File: config.mk
export PLATFORM = sky130hd
export DESIGN_NAME = apb_rr_arbiter
export DESIGN_NICKNAME = d
export VERILOG_FILES = /design/src/rtl/apb_arb_pkg.sv /design/src/rtl/apb_rr_pick.sv /design/src/rtl/apb_rr_arbiter.sv
export SDC_FILE = /design/constraint.sdc
export NUM_CORES = 1
export LEC_CHECK = 0
export CORE_MARGIN = 5
export CORE_UTILIZATION = 38
export CTS_BUF_LIST = sky130_fd_sc_hd__clkbuf_16
export CTS_CLUSTER_DIAMETER = 150
export DETAILED_ROUTE_END_ITERATION = 8
export PLACE_DENSITY = 0.89
export SLEW_MARGIN = 20
export SYNTH_ARGS = -nofsm -noshare
export SYNTH_HDL_FRONTEND = slang
export SYNTH_HIERARCHICAL = 1
export SYNTH_SLANG_ARGS = --single-unit
File: constraint.sdc
create_clock -name pclk -period 2 [get_ports pclk]
set_input_delay 0.3 -clock pclk [delete_from_list [all_inputs] [get_ports pclk]]
set_output_delay 0.3 -clock pclk [all_outputs]
set_load 0.01 [all_outputs]
File: src/rtl/apb_arb_pkg.sv
// Shared types and sizes for the two-requester APB round-robin arbiter.
// Also holds the helper that advances the round-robin priority pointer.
package apb_arb_pkg;

  localparam int APB_ADDR_W = 32;
  localparam int APB_DATA_W = 32;
  localparam int NUM_REQ    = 2;
  localparam int PTR_W      = (NUM_REQ > 1) ? $clog2(NUM_REQ) : 1;

  typedef enum logic [1:0] {
    IDLE   = 2'd0,
    SETUP  = 2'd1,
    ACCESS = 2'd2
  } state_e;

  // Priority passes to the requester after the one that just finished.
  function automatic logic [PTR_W-1:0] next_ptr(input logic [PTR_W-1:0] owner);
    return (owner == PTR_W'(NUM_REQ - 1)) ? '0 : owner + PTR_W'(1);
  endfunction

endpackage

File: src/rtl/apb_rr_pick.sv
// Combinational round-robin pick: first requesting index at or after the priority pointer.
// Zero latency; vld_o low when nothing is requesting.
module apb_rr_pick
  import apb_arb_pkg::*;
(
  input  logic [NUM_REQ-1:0] req_i,
  input  logic [PTR_W-1:0]   prio_i,
  output logic               vld_o,
  output logic [PTR_W-1:0]   idx_o
);

  logic [PTR_W-1:0] cand;

  always_comb begin
    vld_o = 1'b0;
    idx_o = '0;
    cand  = '0;
    for (int i = 0; i < NUM_REQ; i++) begin
      cand = PTR_W'((int'(prio_i) + i) % NUM_REQ);
      if (!vld_o && req_i[cand]) begin
        vld_o = 1'b1;
        idx_o = cand;
      end
    end
  end

endmodule

File: src/rtl/apb_rr_arbiter.sv
// Round-robin arbiter sharing one APB slave between two requesters; IDLE/SETUP/ACCESS FSM.
// Optional ACCESS-phase timeout with err_o when APB_ARB_TIMEOUT_EN is defined.
module apb_rr_arbiter
  import apb_arb_pkg::*;
#(
  parameter int TIMEOUT_CYCLES = 16
) (
  input  logic                                pclk,
  input  logic                                preset_n,
  input  logic [NUM_REQ-1:0]                  req_i,
  input  logic [NUM_REQ-1:0][APB_ADDR_W-1:0]  addr_i,
  input  logic [NUM_REQ-1:0]                  write_i,
  input  logic [NUM_REQ-1:0][APB_DATA_W-1:0]  wdata_i,
  output logic [NUM_REQ-1:0]                  gnt_o,
  output logic [NUM_REQ-1:0]                  done_o,
  output logic                                err_o,
  output logic [APB_DATA_W-1:0]               rdata_o,
  output logic                                psel_o,
  output logic                                penable_o,
  output logic                                pwrite_o,
  output logic [APB_ADDR_W-1:0]               paddr_o,
  output logic [APB_DATA_W-1:0]               pwdata_o,
  input  logic [APB_DATA_W-1:0]               prdata_i,
  input  logic                                pready_i
);

  state_e                  state_q;
  logic [PTR_W-1:0]        prio_q;
  logic [PTR_W-1:0]        owner_q;
  logic [NUM_REQ-1:0]      gnt_q;
  logic [NUM_REQ-1:0]      done_q;
  logic [APB_DATA_W-1:0]   rdata_q;
  logic                    psel_q;
  logic                    penable_q;
  logic                    pwrite_q;
  logic [APB_ADDR_W-1:0]   paddr_q;
  logic [APB_DATA_W-1:0]   pwdata_q;

  logic [NUM_REQ-1:0]      req_d;
  logic                    pick_vld;
  logic [PTR_W-1:0]        pick_idx;
  logic                    tmo_hit;

  // A requester sees done_o one cycle before it can drop req_i; mask it so it is not re-granted.
  assign req_d = req_i & ~done_q;

  apb_rr_pick u_pick (
    .req_i  (req_d),
    .prio_i (prio_q),
    .vld_o  (pick_vld),
    .idx_o  (pick_idx)
  );

`ifdef APB_ARB_TIMEOUT_EN
  localparam int TMO_W = $clog2(TIMEOUT_CYCLES + 1);

  logic [TMO_W-1:0] tmo_q;
  logic             err_q;

  assign tmo_hit = (tmo_q == TMO_W'(TIMEOUT_CYCLES - 1));

  always_ff @(posedge pclk) begin
    if (!preset_n) begin
      tmo_q <= '0;
      err_q <= 1'b0;
    end else begin
      tmo_q <= (state_q == ACCESS) ? tmo_q + TMO_W'(1) : '0;
      err_q <= (state_q == ACCESS) && !pready_i && tmo_hit;
    end
  end

  assign err_o = err_q;
`else
  logic unused_tmo;

  assign unused_tmo = ^TIMEOUT_CYCLES;
  assign tmo_hit    = 1'b0;
  assign err_o      = 1'b0;
`endif

  always_ff @(posedge pclk) begin
    if (!preset_n) begin
      state_q   <= IDLE;
      prio_q    <= '0;
      owner_q   <= '0;
      gnt_q     <= '0;
      done_q    <= '0;
      rdata_q   <= '0;
      psel_q    <= 1'b0;
      penable_q <= 1'b0;
      pwrite_q  <= 1'b0;
      paddr_q   <= '0;
      pwdata_q  <= '0;
    end else begin
      done_q <= '0;
      case (state_q)
        IDLE: begin
          psel_q    <= 1'b0;
          penable_q <= 1'b0;
          if (pick_vld) begin
            state_q  <= SETUP;
            owner_q  <= pick_idx;
            gnt_q    <= NUM_REQ'(1) << pick_idx;
            psel_q   <= 1'b1;
            pwrite_q <= write_i[pick_idx];
            paddr_q  <= addr_i[pick_idx];
            pwdata_q <= wdata_i[pick_idx];
          end
        end
        SETUP: begin
          penable_q <= 1'b1;
          state_q   <= ACCESS;
        end
        ACCESS: begin
          if (pready_i || tmo_hit) begin
            state_q   <= IDLE;
            psel_q    <= 1'b0;
            penable_q <= 1'b0;
            gnt_q     <= '0;
            done_q    <= gnt_q;
            prio_q    <= next_ptr(owner_q);
            // A slave response wins over a timeout landing in the same cycle.
            if (!pready_i) begin
              rdata_q <= '0;
            end else if (!pwrite_q) begin
              rdata_q <= prdata_i;
            end
          end
        end
        default: state_q <= IDLE;
      endcase
    end
  end

  assign gnt_o     = gnt_q;
  assign done_o    = done_q;
  assign rdata_o   = rdata_q;
  assign psel_o    = psel_q;
  assign penable_o = penable_q;
  assign pwrite_o  = pwrite_q;
  assign paddr_o   = paddr_q;
  assign pwdata_o  = pwdata_q;

endmodule

Yosys cells after proc, flatten, opt, wreduce, memory -nomap -nowiden
Cells that the tools add are included.

Flip-flop bits (word level): 107. Bits of input ports: 167. Memories: 0. Latch bits: 0. Output and inout bits: 104. Bits in writable memories: 0. Bits in read-only memories: 0. Logic and storage cells: 61.

Magnitude comparators: 3. Multiplexer cells: 24. Eq/ne operators: 4. Reduce and logical (&&, ||, !) cells: 13. $mul: 0. $add $sub $neg: 2. Div/mod/pow operators: 0. Bitwise operators: 3. Shift operators: 1.

Operators by type and width (number): $mux W32 (4); $mux W1 (13); $reduce_and A2 Y1 (5); $reduce_and A3 Y1 (3); $lt A1 B2 Y1 const B (3); $mux W2 (3); $pmux W2 S3 (1); $ne A2 B2 Y1 const B (2); $pmux W2 S2 (1); $pmux W1 S3 (1); $reduce_bool A3 Y1 (1); $add A1 B1 Y1 const B (2); $and A2 B2 Y2 (1); $eq A2 B1 Y1 const B (1); $eq A2 B2 Y1 const B (1); $logic_not A2 Y1 (1); $not A2 Y2 (1); $pmux W1 S2 (1); $reduce_bool A2 Y1 (1); $shl A1 B1 Y2 const A (1); $logic_and A1 B1 Y1 (1); $logic_not A1 Y1 (1); $not A1 Y1 (1).

Depth between registers and ports, before layout
Depth after elaboration: 11. Depth in mapped cells: 8.

Hierarchy
The synthesis kept the hierarchy.

By module, submodules not included: apb_rr_arbiter (area an instance 4605.7 µm², times used 1, cells each 476); apb_rr_pick (area an instance 17.5 µm², times used 1, cells each 3).

Worst setup path after synthesis
Ideal clock, no wire load.

Path kind: register to register. From: register done_q[1], in the netlist done_o[1]. To: register paddr_q[14], in the netlist paddr_o[14]. Clock period less this slack: 1573 ps. Required time: 1884 ps. Slack: 427 ps. Arrival: 1456 ps. Path buffers: 3. Stages on the path, launching flop included: 9. Cells stage by stage: dfxtp_1 -> nor2b_1 -> a21boi_1 -> buf_2 -> buf_4 -> buf_4 -> mux2i_1 -> nand2_1 -> o211a_1.

Longest elaborated chain between the ends: 10. Elaborated cells on any way between the ends: 15.

Ends and longest elaborated chain: from (decl) (line apb_rr_arbiter.sv:31) `logic [NUM_REQ-1:0] done_q;`; from (signal assigned) (line apb_rr_arbiter.sv:120) `done_q <= gnt_q;`; $not A2 Y2 * (line apb_rr_arbiter.sv:45) `assign req_d = req_i & ~done_q;`; $and A2 B2 Y2 * (line apb_rr_arbiter.sv:45); named net req_d[1] (line apb_rr_arbiter.sv:39) `logic [NUM_REQ-1:0] req_d;`; $mux W1 (implied by the code) (2 in a row) (line apb_rr_pick.sv:20) `if (!vld_o && req_i[cand]) begin`; $mux W1 (line apb_rr_pick.sv:20); $logic_not A1 Y1 (line apb_rr_pick.sv:20); $logic_and A1 B1 Y1 (line apb_rr_pick.sv:20); $mux W1 * (line apb_rr_pick.sv:20); named net pick_idx (line apb_rr_arbiter.sv:41) `logic [PTR_W-1:0] pick_idx;`; $mux W32 (implied by the code) * (2 in a row) (line apb_rr_arbiter.sv:106) `paddr_q <= addr_i[pick_idx];`; to (signal assigned) (line apb_rr_arbiter.sv:106); to (decl) (line apb_rr_arbiter.sv:36) `logic [APB_ADDR_W-1:0] paddr_q;`.

Mark *: on every way through the listed nets, which the timed path passes. The rest lies on a longest branch. The select of a mux whose other input is x is not followed. A chain may end at the register's enable or synchronous reset.

Worst setup path after layout
From: input req_i[0]. To: register paddr_q[13], in the netlist paddr_o[13].

Longest elaborated chain between the ends: 9. Elaborated cells on any way between the ends: 14.

Ends and longest elaborated chain: from (decl) (line apb_rr_arbiter.sv:10) `input logic [NUM_REQ-1:0] req_i,`; $and A2 B2 Y2 * (line apb_rr_arbiter.sv:45); named net req_d[0] (line apb_rr_arbiter.sv:39); $mux W1 (implied by the code) (2 in a row) (line apb_rr_pick.sv:20); $mux W1 (line apb_rr_pick.sv:20); $logic_not A1 Y1 (line apb_rr_pick.sv:20); $logic_and A1 B1 Y1 (line apb_rr_pick.sv:20); $mux W1 * (line apb_rr_pick.sv:20); named net pick_idx (line apb_rr_arbiter.sv:41); $mux W32 (implied by the code) * (2 in a row) (line apb_rr_arbiter.sv:106).

Marked as above.

==> flow_metrics.env <==
export IMPL_status="finished, final reports clean"
export IMPL_top_usage_layer="met2"
export IMPL_ys_top_cells_by_area="dfxtp_1 46%, mux2i_1 15%, o211a_1 14%"
export IMPL_fin_util_pct=64.9
export IMPL_stdcell_area_mm2=0.00776
export IMPL_cts_repair_resized=0
export IMPL_antenna_found_initial=0
export IMPL_drt_pass1_iterations=6
export IMPL_avgSynthCellArea_um2=9.65
export IMPL_critPathKind="input port to flop"
export IMPL_post_cts_buffers=0
export IMPL_period_minus_slack_ns=1.73
export IMPL_syn_num_nets=646
export IMPL_clock_latency_ns=0.33
export IMPL_fin_setup_tns_ns=0
export IMPL_synth_top_area_share_pct=46.3
export IMPL_yosysWarningCount=6
export IMPL_num_antenna_cells=0
export IMPL_clk_pin_slew_ns=0.07
export IMPL_grt_pass1_vias=4392
export IMPL_die_h_um=120
export IMPL_use_met3_pct=6.97
export IMPL_viasPerCell=4.96
export IMPL_wire_per_inst_um=16.3
export IMPL_wirelength_um=14400
export IMPL_startpoint_type="input port"
export IMPL_drive_above_1_share_pct=5.16
export IMPL_synthToLayoutAreaGrowth_pct=67.9
export IMPL_first_iter_violations=205
export IMPL_die_area_mm2=0.0145
export IMPL_power_mw=5.53
export IMPL_ctsHoldBuffers=0
export IMPL_cts_tree="yes"
export IMPL_place_gp_congestion=0.794
export IMPL_finalHoldViolCount=0
export IMPL_crit_path_max_incr_delay_ns=0.39
export IMPL_vdd_drop_max_uv=326
export IMPL_p_leak_nw=3.50
export IMPL_synth_top_area_cell="dfxtp_1"
export IMPL_netlist_instances=479
export IMPL_path_cells="clkdlybuf4s50_1 -> nor2b_1 -> buf_4 -> a21boi_4 -> buf_12 -> mux2i_1 -> nand2_1 -> o211a_1"
export IMPL_numPortBuffers=269
export IMPL_finClkSkew_ns=0.00676
export IMPL_core_mm2=0.0120
export IMPL_setup_viol=0
export IMPL_p_per_area_mw_per_mm2=712
export IMPL_final_cell_mix="268 x clkdlybuf4s50_1, 107 x dfxtp_1, 100 x nand2_1"
export IMPL_place_hpwl_um=11300
export IMPL_crit_arrival_ns=1.95
export IMPL_cpLargestDelayFamily="buffers and inverters"
export IMPL_relSlewSlack_pct=65.7
export IMPL_cts_buffer_depth=2
export IMPL_cts_made_buffers=9
export IMPL_start_util_pct=38.7
export IMPL_rsz0062_at_grt="false"
export IMPL_drc=0
export IMPL_period_share_pct=86.5
export IMPL_min_path_type="input port to flop"
export IMPL_grtUsageMet2_pct=34.1
export IMPL_required_ns=2.22
export IMPL_max_freq_mhz=578
export IMPL_grtUsageTotal_pct=18.7
export IMPL_ys_types=29
export IMPL_ys_ff_latch=107
export IMPL_cts_sinks=107
export IMPL_io_pins=271
export IMPL_n_fill_cell=925
export IMPL_worst_pin_slew_ns=0.514
export IMPL_rows=40
export IMPL_overflow=0
export IMPL_grt_pass1_wl_um=22000
export IMPL_drv_cap=0
export IMPL_nets=898
export IMPL_vias=4384
export IMPL_synth_area_mm2=0.00462
export IMPL_htreeDepth=3
export IMPL_use_met1_pct=20.0
export IMPL_path_max_fanout=39
export IMPL_ys_seq_area_share_pct=46.3
export IMPL_layout_commonest_cell="clkdlybuf4s50_1"
export IMPL_placed_cell_area_mm2=0.00750
export IMPL_ant_nets=0
export IMPL_grt_start_max_net_pins=68
export IMPL_end_kind="flop"
export IMPL_critPathBufInv=3
export IMPL_die_x_um=120
export IMPL_cts_root_buffer="clkbuf_16"
export IMPL_drv_slew=0
export IMPL_critical_path_slowest_cell="clkdlybuf4s50_1"
[cell type report]
type | instances | area [um^2] | share of cell area, %
Tap cell | 147 | 184 | 2.37
Clock buffer | 9 | 225 | 2.90
Inverter | 2 | 7.51 | 0.0967
Timing Repair Buffer | 289 | 2950 | 38.0
Clock inverter | 7 | 37.5 | 0.484
Multi-Input combinational cell | 322 | 2210 | 28.5
Sequential cell | 107 | 2140 | 27.6
[logic make-up after synthesis]
| family | Yosys count | synth area share (%) |
|---|---|---|
| DFF | 107 | 46.3 |
| other | 1 | 0.0811 |
| and+or+nand+nor | 148 | 13.9 |
| AOI/OAI and AO/OA | 106 | 18.9 |
| muxes | 67 | 14.5 |
| buffers and inverters | 50 | 6.28 |
[flip-flops by register name, indices dropped and copies added (netlist names)]
register and flops:
owner_q 1, pwrite_o 1, paddr_o 32, psel_o 1, done_o 2, state_q 2
penable_o 1, gnt_o 2, pwdata_o 32, rdata_o 32, prio_q 1
[final timing paths]
check | start | to | slack, ns | cells past startpoint
hold / removal | preset_n | gnt_o[0] | 0.42 | 3
setup reg to reg | done_o[0] | paddr_o[13] | 0.36 | 7
hold reg to reg | rdata_o[0] | rdata_o[0] | 0.47 | 2
setup / recovery | req_i[0] | paddr_o[13] | 0.27 | 8
[synth_stat cells]
cell type  count
nand3_1       33
buf_6          6
inv_1          2
buf_2         19
buf_4          6
o221a_2        1
conb_1         1
o21ai_1        1
a21oi_1        1
nand2_1      100
or2_1          1
and3_1         2
o211a_1       65
o21ai_0       34
dfxtp_1      107
buf_8          1
nor2_1         1
nand2b_1       1
nor3b_2        1
or3_1          1
nor2b_1        5
buf_1          3
and2_1         1
a21boi_1       2
nand4bb_1      1
clkbuf_1      13
nand3b_1       1
mux2i_1       67
o21a_1         2
[layer usage]
metal  part of all wire [%]  wire (um)
met1                     38       5430
met2                     50       7240
met3                     10       1440
met4                    1.7        245
met5                      0          0
[worst register-to-register path, stage by stage, from the launching register on]
cell,delay (ns)
dfxtp_1,0.34
nor2b_1,0.06
buf_4,0.14
a21boi_4,0.21
buf_12,0.28
mux2i_1,0.30
nand2_1,0.08
o211a_1,0.12
[report_power, final]
group,leakage [nW],switching (mW),internal (mW)
clock network,0.135,0.730,0.829
logic,2.48,0.596,0.931
registers,0.881,0.113,2.33
total,3.50,1.44,4.09
[stage by stage]
step,cells,hold slack (ns),setup WS (ns)
final,883,0.417,0.269
after global routing,883,0.421,0.135
after CTS,883,0.406,0.251
after detailed placement,867,0.459,-0.108
after global placement,867,0.453,-0.0885
after floorplan,479,0.440,0.427
No activity file was read; power rests on OpenSTA's default activity.
